===== src/rtl/alu_seq_pkg.sv =====
// Shared encodings for the ALU op sequencer: op codes, FSM states, flag positions and decode selects.
// Thirteen ops occupy codes 0-12; codes 13-15 are illegal and complete with op_err set.
package alu_seq_pkg;

    localparam logic [3:0] OP_ADC = 4'd0;
    localparam logic [3:0] OP_SBC = 4'd1;
    localparam logic [3:0] OP_CMP = 4'd2;
    localparam logic [3:0] OP_AND = 4'd3;
    localparam logic [3:0] OP_ORA = 4'd4;
    localparam logic [3:0] OP_EOR = 4'd5;
    localparam logic [3:0] OP_ASL = 4'd6;
    localparam logic [3:0] OP_LSR = 4'd7;
    localparam logic [3:0] OP_ROL = 4'd8;
    localparam logic [3:0] OP_ROR = 4'd9;
    localparam logic [3:0] OP_INC = 4'd10;
    localparam logic [3:0] OP_DEC = 4'd11;
    localparam logic [3:0] OP_BIT = 4'd12;

    typedef enum logic [1:0] {
        ST_IDLE = 2'd0,
        ST_EXEC = 2'd1,
        ST_DONE = 2'd2
    } state_e;

    // Flag vector layout {N,Z,C,V}
    localparam int FLAG_N = 3;
    localparam int FLAG_Z = 2;
    localparam int FLAG_C = 1;
    localparam int FLAG_V = 0;

    localparam logic [3:0] MASK_NONE = 4'b0000;
    localparam logic [3:0] MASK_NZCV = 4'b1111;
    localparam logic [3:0] MASK_NZC  = 4'b1110;
    localparam logic [3:0] MASK_NZV  = 4'b1101;
    localparam logic [3:0] MASK_NZ   = 4'b1100;

    typedef struct packed {
        logic sum;
        logic and_l;
        logic eor;
        logic or_l;
        logic asl;
        logic lsr;
        logic inv;
        logic rol;
        logic ror;
    } alu_en_t;

    typedef enum logic [1:0] {
        BSEL_OPB  = 2'd0,
        BSEL_ZERO = 2'd1,
        BSEL_ONES = 2'd2
    } bsel_e;

    typedef enum logic [1:0] {
        CSEL_OPC  = 2'd0,
        CSEL_ZERO = 2'd1,
        CSEL_ONE  = 2'd2
    } csel_e;

endpackage


===== src/rtl/alu_op_decode.sv =====
// Combinational op decode: ALU enables, B/Cin source selects, flag update mask and write-back.
// Zero latency, no state; illegal codes decode to no enables and an empty mask.
module alu_op_decode
    import alu_seq_pkg::*;
(
    input  logic [3:0] op_code_i,
    output alu_en_t    en_o,
    output bsel_e      b_sel_o,
    output csel_e      cin_sel_o,
    output logic [3:0] mask_o,
    output logic       wb_o,
    output logic       bit_o,
    output logic       illegal_o
);

    always_comb begin
        en_o      = '0;
        b_sel_o   = BSEL_OPB;
        cin_sel_o = CSEL_ZERO;
        mask_o    = MASK_NZ;
        wb_o      = 1'b1;
        bit_o     = 1'b0;
        illegal_o = 1'b0;
        case (op_code_i)
            OP_ADC: begin en_o.sum = 1'b1; cin_sel_o = CSEL_OPC; mask_o = MASK_NZCV; end
            OP_SBC: begin en_o.sum = 1'b1; en_o.inv = 1'b1; cin_sel_o = CSEL_OPC; mask_o = MASK_NZCV; end
            // Compare is a subtract with borrow-in cleared and no write-back
            OP_CMP: begin en_o.sum = 1'b1; en_o.inv = 1'b1; cin_sel_o = CSEL_ONE; mask_o = MASK_NZC; wb_o = 1'b0; end
            OP_AND: en_o.and_l = 1'b1;
            OP_ORA: en_o.or_l  = 1'b1;
            OP_EOR: en_o.eor   = 1'b1;
            OP_ASL: begin en_o.asl = 1'b1; b_sel_o = BSEL_ZERO; mask_o = MASK_NZC; end
            OP_LSR: begin en_o.lsr = 1'b1; b_sel_o = BSEL_ZERO; mask_o = MASK_NZC; end
            OP_ROL: begin en_o.rol = 1'b1; b_sel_o = BSEL_ZERO; cin_sel_o = CSEL_OPC; mask_o = MASK_NZC; end
            OP_ROR: begin en_o.ror = 1'b1; b_sel_o = BSEL_ZERO; cin_sel_o = CSEL_OPC; mask_o = MASK_NZC; end
            OP_INC: begin en_o.sum = 1'b1; b_sel_o = BSEL_ZERO; cin_sel_o = CSEL_ONE; end
            OP_DEC: begin en_o.sum = 1'b1; b_sel_o = BSEL_ONES; end
            OP_BIT: begin en_o.and_l = 1'b1; mask_o = MASK_NZV; wb_o = 1'b0; bit_o = 1'b1; end
            default: begin
                b_sel_o   = BSEL_ZERO;
                mask_o    = MASK_NONE;
                wb_o      = 1'b0;
                illegal_o = 1'b1;
            end
        endcase
    end

endmodule


===== src/rtl/alu_op_sequencer.sv =====
// Runs one ALU op per request: IDLE accept -> one EXEC cycle driving the ALU -> DONE holding result and flags.
// Result valid the cycle after EXEC; DONE holds indefinitely until res_ready, 3 cycles per op back-to-back.
module alu_op_sequencer
    import alu_seq_pkg::*;
#(
    parameter int W = 8
) (
    input  logic         clk,
    input  logic         rst,
    input  logic         op_valid,
    output logic         op_ready,
    input  logic [3:0]   op_code,
    input  logic [W-1:0] op_a,
    input  logic [W-1:0] op_b,
    input  logic         op_c,
    output logic         alu_sum_en,
    output logic         alu_and_en,
    output logic         alu_eor_en,
    output logic         alu_or_en,
    output logic         alu_asl_en,
    output logic         alu_lsr_en,
    output logic         alu_inv_en,
    output logic         alu_rol_en,
    output logic         alu_ror_en,
    output logic [W-1:0] alu_a,
    output logic [W-1:0] alu_b,
    output logic         alu_cin,
    input  logic [W-1:0] alu_res,
    input  logic         alu_cout,
    input  logic         alu_ovf,
    output logic         res_valid,
    input  logic         res_ready,
    output logic [W-1:0] res_data,
    output logic         res_wb,
    output logic         flag_n,
    output logic         flag_z,
    output logic         flag_c,
    output logic         flag_v,
    output logic [3:0]   flag_mask,
    output logic         op_err
);

    state_e       state_q;
    logic         op_ready_q;
    alu_en_t      en_q;
    logic [W-1:0] alu_a_q, alu_b_q, op_a_q;
    logic         alu_cin_q;
    logic [3:0]   mask_q;
    logic         wb_q, err_q, is_bit_q, bit_n_q, bit_v_q;
    logic         res_valid_q, res_wb_q, op_err_q;
    logic [W-1:0] res_data_q, res_data_d;
    logic [3:0]   flags_q, flags_d, flag_mask_q;

    alu_en_t      dec_en;
    bsel_e        dec_bsel;
    csel_e        dec_csel;
    logic [3:0]   dec_mask;
    logic         dec_wb, dec_bit, dec_illegal;
    logic [W-1:0] dec_b;
    logic         dec_cin;

    alu_op_decode u_decode (
        .op_code_i (op_code),
        .en_o      (dec_en),
        .b_sel_o   (dec_bsel),
        .cin_sel_o (dec_csel),
        .mask_o    (dec_mask),
        .wb_o      (dec_wb),
        .bit_o     (dec_bit),
        .illegal_o (dec_illegal)
    );

    always_comb begin
        case (dec_bsel)
            BSEL_OPB:  dec_b = op_b;
            BSEL_ONES: dec_b = '1;
            default:   dec_b = '0;
        endcase
        case (dec_csel)
            CSEL_OPC: dec_cin = op_c;
            CSEL_ONE: dec_cin = 1'b1;
            default:  dec_cin = 1'b0;
        endcase
    end

    // BIT takes N/V straight from the memory operand rather than the AND result
    always_comb begin
        res_data_d      = err_q ? op_a_q : alu_res;
        flags_d         = '0;
        flags_d[FLAG_N] = is_bit_q ? bit_n_q : alu_res[W-1];
        flags_d[FLAG_Z] = (alu_res == '0);
        flags_d[FLAG_C] = alu_cout;
        flags_d[FLAG_V] = is_bit_q ? bit_v_q : alu_ovf;
        flags_d         = flags_d & mask_q;
    end

    always_ff @(posedge clk) begin
        if (rst) begin
            state_q     <= ST_IDLE;
            op_ready_q  <= 1'b1;
            en_q        <= '0;
            alu_a_q     <= '0;
            alu_b_q     <= '0;
            alu_cin_q   <= 1'b0;
            op_a_q      <= '0;
            mask_q      <= '0;
            wb_q        <= 1'b0;
            err_q       <= 1'b0;
            is_bit_q    <= 1'b0;
            bit_n_q     <= 1'b0;
            bit_v_q     <= 1'b0;
            res_valid_q <= 1'b0;
            res_data_q  <= '0;
            res_wb_q    <= 1'b0;
            flags_q     <= '0;
            flag_mask_q <= '0;
            op_err_q    <= 1'b0;
        end else begin
            case (state_q)
                ST_IDLE: begin
                    if (op_valid) begin
                        state_q    <= ST_EXEC;
                        op_ready_q <= 1'b0;
                        en_q       <= dec_en;
                        alu_a_q    <= op_a;
                        alu_b_q    <= dec_b;
                        alu_cin_q  <= dec_cin;
                        op_a_q     <= op_a;
                        mask_q     <= dec_mask;
                        wb_q       <= dec_wb;
                        err_q      <= dec_illegal;
                        is_bit_q   <= dec_bit;
                        bit_n_q    <= op_b[W-1];
                        bit_v_q    <= op_b[W-2];
                    end
                end
                ST_EXEC: begin
                    state_q     <= ST_DONE;
                    en_q        <= '0;
                    alu_a_q     <= '0;
                    alu_b_q     <= '0;
                    alu_cin_q   <= 1'b0;
                    res_valid_q <= 1'b1;
                    res_data_q  <= res_data_d;
                    flags_q     <= flags_d;
                    flag_mask_q <= mask_q;
                    res_wb_q    <= wb_q;
                    op_err_q    <= err_q;
                end
                ST_DONE: begin
                    if (res_ready) begin
                        state_q     <= ST_IDLE;
                        res_valid_q <= 1'b0;
                        op_ready_q  <= 1'b1;
                    end
                end
                default: state_q <= ST_IDLE;
            endcase
        end
    end

    assign op_ready   = op_ready_q;
    assign alu_sum_en = en_q.sum;
    assign alu_and_en = en_q.and_l;
    assign alu_eor_en = en_q.eor;
    assign alu_or_en  = en_q.or_l;
    assign alu_asl_en = en_q.asl;
    assign alu_lsr_en = en_q.lsr;
    assign alu_inv_en = en_q.inv;
    assign alu_rol_en = en_q.rol;
    assign alu_ror_en = en_q.ror;
    assign alu_a      = alu_a_q;
    assign alu_b      = alu_b_q;
    assign alu_cin    = alu_cin_q;
    assign res_valid  = res_valid_q;
    assign res_data   = res_data_q;
    assign res_wb     = res_wb_q;
    assign flag_n     = flags_q[FLAG_N];
    assign flag_z     = flags_q[FLAG_Z];
    assign flag_c     = flags_q[FLAG_C];
    assign flag_v     = flags_q[FLAG_V];
    assign flag_mask  = flag_mask_q;
    assign op_err     = op_err_q;

endmodule


===== config.mk =====
export PLATFORM = sky130hd
export DESIGN_NAME = alu_op_sequencer
export DESIGN_NICKNAME = d
export VERILOG_FILES = /design/src/rtl/alu_seq_pkg.sv /design/src/rtl/alu_op_decode.sv /design/src/rtl/alu_op_sequencer.sv
export SDC_FILE = /design/constraint.sdc
export NUM_CORES = 1
export LEC_CHECK = 0
export ABC_AREA = 1
export CORE_ASPECT_RATIO = 1.75
export CORE_UTILIZATION = 55
export CTS_CLUSTER_DIAMETER = 50
export DETAILED_ROUTE_END_ITERATION = 8
export DONT_BUFFER_PORTS = 1
export PLACE_DENSITY_LB_ADDON = 0.25
export SYNTH_ARGS = -nofsm -noshare
export SYNTH_HDL_FRONTEND = slang
export SYNTH_SLANG_ARGS = --single-unit
export TNS_END_PERCENT = 100

===== constraint.sdc =====
create_clock -name clk -period 1.3 [get_ports clk]
set_clock_uncertainty 0.1 [all_clocks]
set_input_delay 0.26 -clock clk [delete_from_list [all_inputs] [get_ports clk]]
set_output_delay 0.26 -clock clk [all_outputs]
set_load 0.1 [all_outputs]

==> metrics.cfg, run 1 <==
[timing]
grt_worst_setup_endpoint = alu_b[0]$_SDFFE_PP0P_/D
endpoint_type = register data pin

[synth]
syn_area_um2 = 2450
yosysTopAreaCellShare = 0.514
yosysMostFrequentCell = nand2_1
async_reset_ff_frac = 0
yosys_warnings = 0
synthTopCellsByCount = nand2_1 (126), dfxtp_1 (63), a21oi_1 (32)
synth_area_leader_cell = dfxtp_1
synth.distinct_cells = 21
yosys_register_bits = 63
syn_area_per_cell_um2 = 7.39
syn_nets = 367
synth_seq_area_share = 0.514
synth_flop_cell = dfxtp_1
synth_edf_count = 0
synth.area.top_cells = dfxtp_1 (51%), nand2_1 (19%), a21oi_1 (6.5%)
synthCells = 332

[floorplan]
rows = 31
die_w_um = 52.5
io_pins = 81
die_h_um = 90.3
start_util = 0.585

[run_status]
status = did not finish
error = [ERROR DPL-0038] Utilization greater than 100%, impossible to legalize
stop_stage = 5_1_grt

[place]
io_buffers = 0
hpwl_um = 5260
gp_congestion = 0.926

[global_route]
grt_max_degree = 22

[clock_network]
clkSinkCount = 63
root_buffer = clkbuf_8
clockBufferDepth = 2
cts_inserted_buffers = 9
h-tree-depth = 3

per-stage QoR:
step                hold slack, ps  cells  setup slack, ps  TNS (ps)  cell area [um2]
floorplan                      281    332            -91.9     -91.9             2470
global placement               225    424              104         0             3480
detailed placement             228    424             4.80         0             3480
CTS                           -148    465            -19.8     -39.6             4020
cell families after synthesis:
group                  after synthesis  synth area share
buffers and inverters               31            0.0582
and+or+nand+nor                    183             0.313
AOI/OAI and AO/OA                   55             0.115
DFF                                 63             0.514
what timing repair did:
item	in CTS
buffers inserted	5
gates resized for setup	18
pin swaps	3
cloned	1
endpoints found under the setup margin	15
hold endpoints to repair	43
hold buffers	19
==> run 2: changes to the inputs <==
- CORE_ASPECT_RATIO: 1.75 -> not set
- CORE_UTILIZATION: 55 -> 40
- CTS_CLUSTER_DIAMETER: 50 -> not set
- PLACE_DENSITY_LB_ADDON: 0.25 -> 0.15
==> metrics.cfg, run 2 <==
[global_route]
first_global_vias = 2428
grt_overflow = 0
antenna_found_initial = 0
grt_pass1_wl_um = 11200
grt_max_degree = 20
grt.total_usage = 0.233

[timing]
hold_violations = 0
layout_min_cycle_time_ps = 1300
fin_tns_setup_ps = -0.415
rsz0062_at_grt = true
finalWorstSetupSlack_ps = -0.221
setup_viol = 2
period_share = 1.00
final_max_slew_viol_count = 0
whs_ps = 12.8
worst_pin_slew_ps = 597
fmax_mhz = 769
slew_headroom = 0.602

[worst_setup_path]
worstPathMaxFanout = 2
crit_start = flag_mask[2]
timing.rr.end = alu_lsr_en
ff2ff_path_depth = 7
cpPeakStageDelay_ps = 350
cp_slowest_cell = dfxtp_2
endpoint_kind = output port
critPathKind = reg2out
r2r_start = state_q[1]
rrSetupSlack_ps = 30
crit_path_end = flag_mask[2]
cp_num_cells = 1
worstSetupStartpointType = flop
critPathBufInv = 1
arrival_ps = 940
cpLargestDelayFamily = flip-flops
crit_required_ps = 940
path_cells = buf_12

[detailed_routing]
drc = 0
wl_per_cell_um = 13.6
vias_per_cell = 4.93
firstDrtPassIters = 4
num_vias = 2418
ant_nets = 0
drt-total-wl_um = 6670
first_iter_violations = 122

[floorplan]
die-area_um2 = 6450
io_pins = 81
die_h_um = 80.3
start_util = 0.414
die_w_um = 80.3
core_region_area_um2 = 5920
rows = 28

[cells_and_area]
syn_to_final_growth_pct = 60.4
layout_common_cells = nand2_1 (125), buf_12 (48), dfxtp_1 (41)
fin_nets = 446
final_common_cell = nand2_1
final_area_um2 = 3930
final_layout_size_suffix_gt1_frac = 0.248
nFillCells = 504
antenna_cells = 0

[clock_network]
clkTransAtPathRegs_ps = 60
h-tree-depth = 3
tritoncts = yes
root_buffer = clkbuf_8
clkSinkCount = 63
clockBufferDepth = 2
clock_latency_ps = 340
cts_inserted_buffers = 9

[run]
cap_violations = 0

[synth]
yosys_warnings = 0
synth.distinct_cells = 21
syn_area_per_cell_um2 = 7.39
synthCells = 332
synthTopCellsByCount = nand2_1 (126), dfxtp_1 (63), a21oi_1 (32)
synth_area_leader_cell = dfxtp_1
synth.area.top_cells = dfxtp_1 (51%), nand2_1 (19%), a21oi_1 (6.5%)
yosysMostFrequentCell = nand2_1
synth_edf_count = 0
syn_area_um2 = 2450
synth_flop_cell = dfxtp_1
async_reset_ff_frac = 0
synth_seq_area_share = 0.514
syn_nets = 367
yosysTopAreaCellShare = 0.514
yosys_register_bits = 63

[place]
gp_congestion = 0.857
io_buffers = 0
hpwl_um = 4690
dpl_cell_area_um2 = 3540

[power]
total_power_mw = 4.82
leakage_nw = 1.77
powerDensity_nw_per_um2 = 1230
ir_worst_vdd_mv = 0.742

[run_status]
status = finished with violations
violations = negative setup slack

[worst_hold_path]
min_path_type = in2reg

run 2: kinds of logic after synthesis:
family          Yosys count  share of synthesized area
simple gates            183                      0.313
flops                    63                      0.514
compound gates           55                      0.115
buf+inv                  31                     0.0582
run 2: area by class of cell:
type / instances / area, um2 / area share
clock buffer: 14 / 153 / 0.0388
clock inverter: 1 / 5.00 / 0.00127
inverter: 18 / 67.6 / 0.0172
multi-input combinational: 238 / 1060 / 0.269
sequential: 63 / 1290 / 0.328
tap: 75 / 93.8 / 0.0239
timing repair buffer: 81 / 1270 / 0.322
run 2: through the flow:
step	instances	util	worst slack (ps)
after floorplan	332	-	-91.9
after global placement	453	0.597	64.0
after detailed placement	453	0.597	31.1
after CTS	489	0.660	-16.0
after global routing	490	0.664	-43.2
final	490	0.664	-0.221
run 2: where the power goes:
| part | internal [mW] | leakage, nW | switching [mW] |
|---|---|---|---|
| clock network | 0.734 | 0.0805 | 0.707 |
| registers | 2.05 | 0.524 | 0.0875 |
| logic | 0.449 | 1.16 | 0.796 |
run 2: worst min-delay path by stage:
stage / from / end / slack [ps] / cells past startpoint
6_report: rst / alu_or_en / 10 / 3
5_1_grt: op_code[0] / alu_ror_en / 10 / 2
4_1_cts: rst / alu_or_en / 4 / 3
3_5_place_dp: rst / flag_mask[0] / 230 / 1
3_3_place_gp: rst / flag_mask[2] / 230 / 1
2_1_floorplan: op_a[0] / op_a_q[0] / 280 / 2
run 2: timing repair:
item,CTS,global route
setup endpoints to repair,2,46
buffers inserted,0,1
hold buffers,21,0
resized for setup,0,10
endpoints found under the hold margin,41,0
run 2: layer usage:
metal,GRT usage,up-vias,share of wire
met4,0.121,0,0.023
met2,0.378,77,0.48
met5,0,-,0
met1,0.283,1102,0.44
met3,0.0580,13,0.059
li1,-,1226,-
run 2: worst min-delay path, stage by stage:
cell and delay, ps:
nor3_1 40, nand2_1 60, nand2_1 40
No activity file was read; power rests on OpenSTA's default activity.
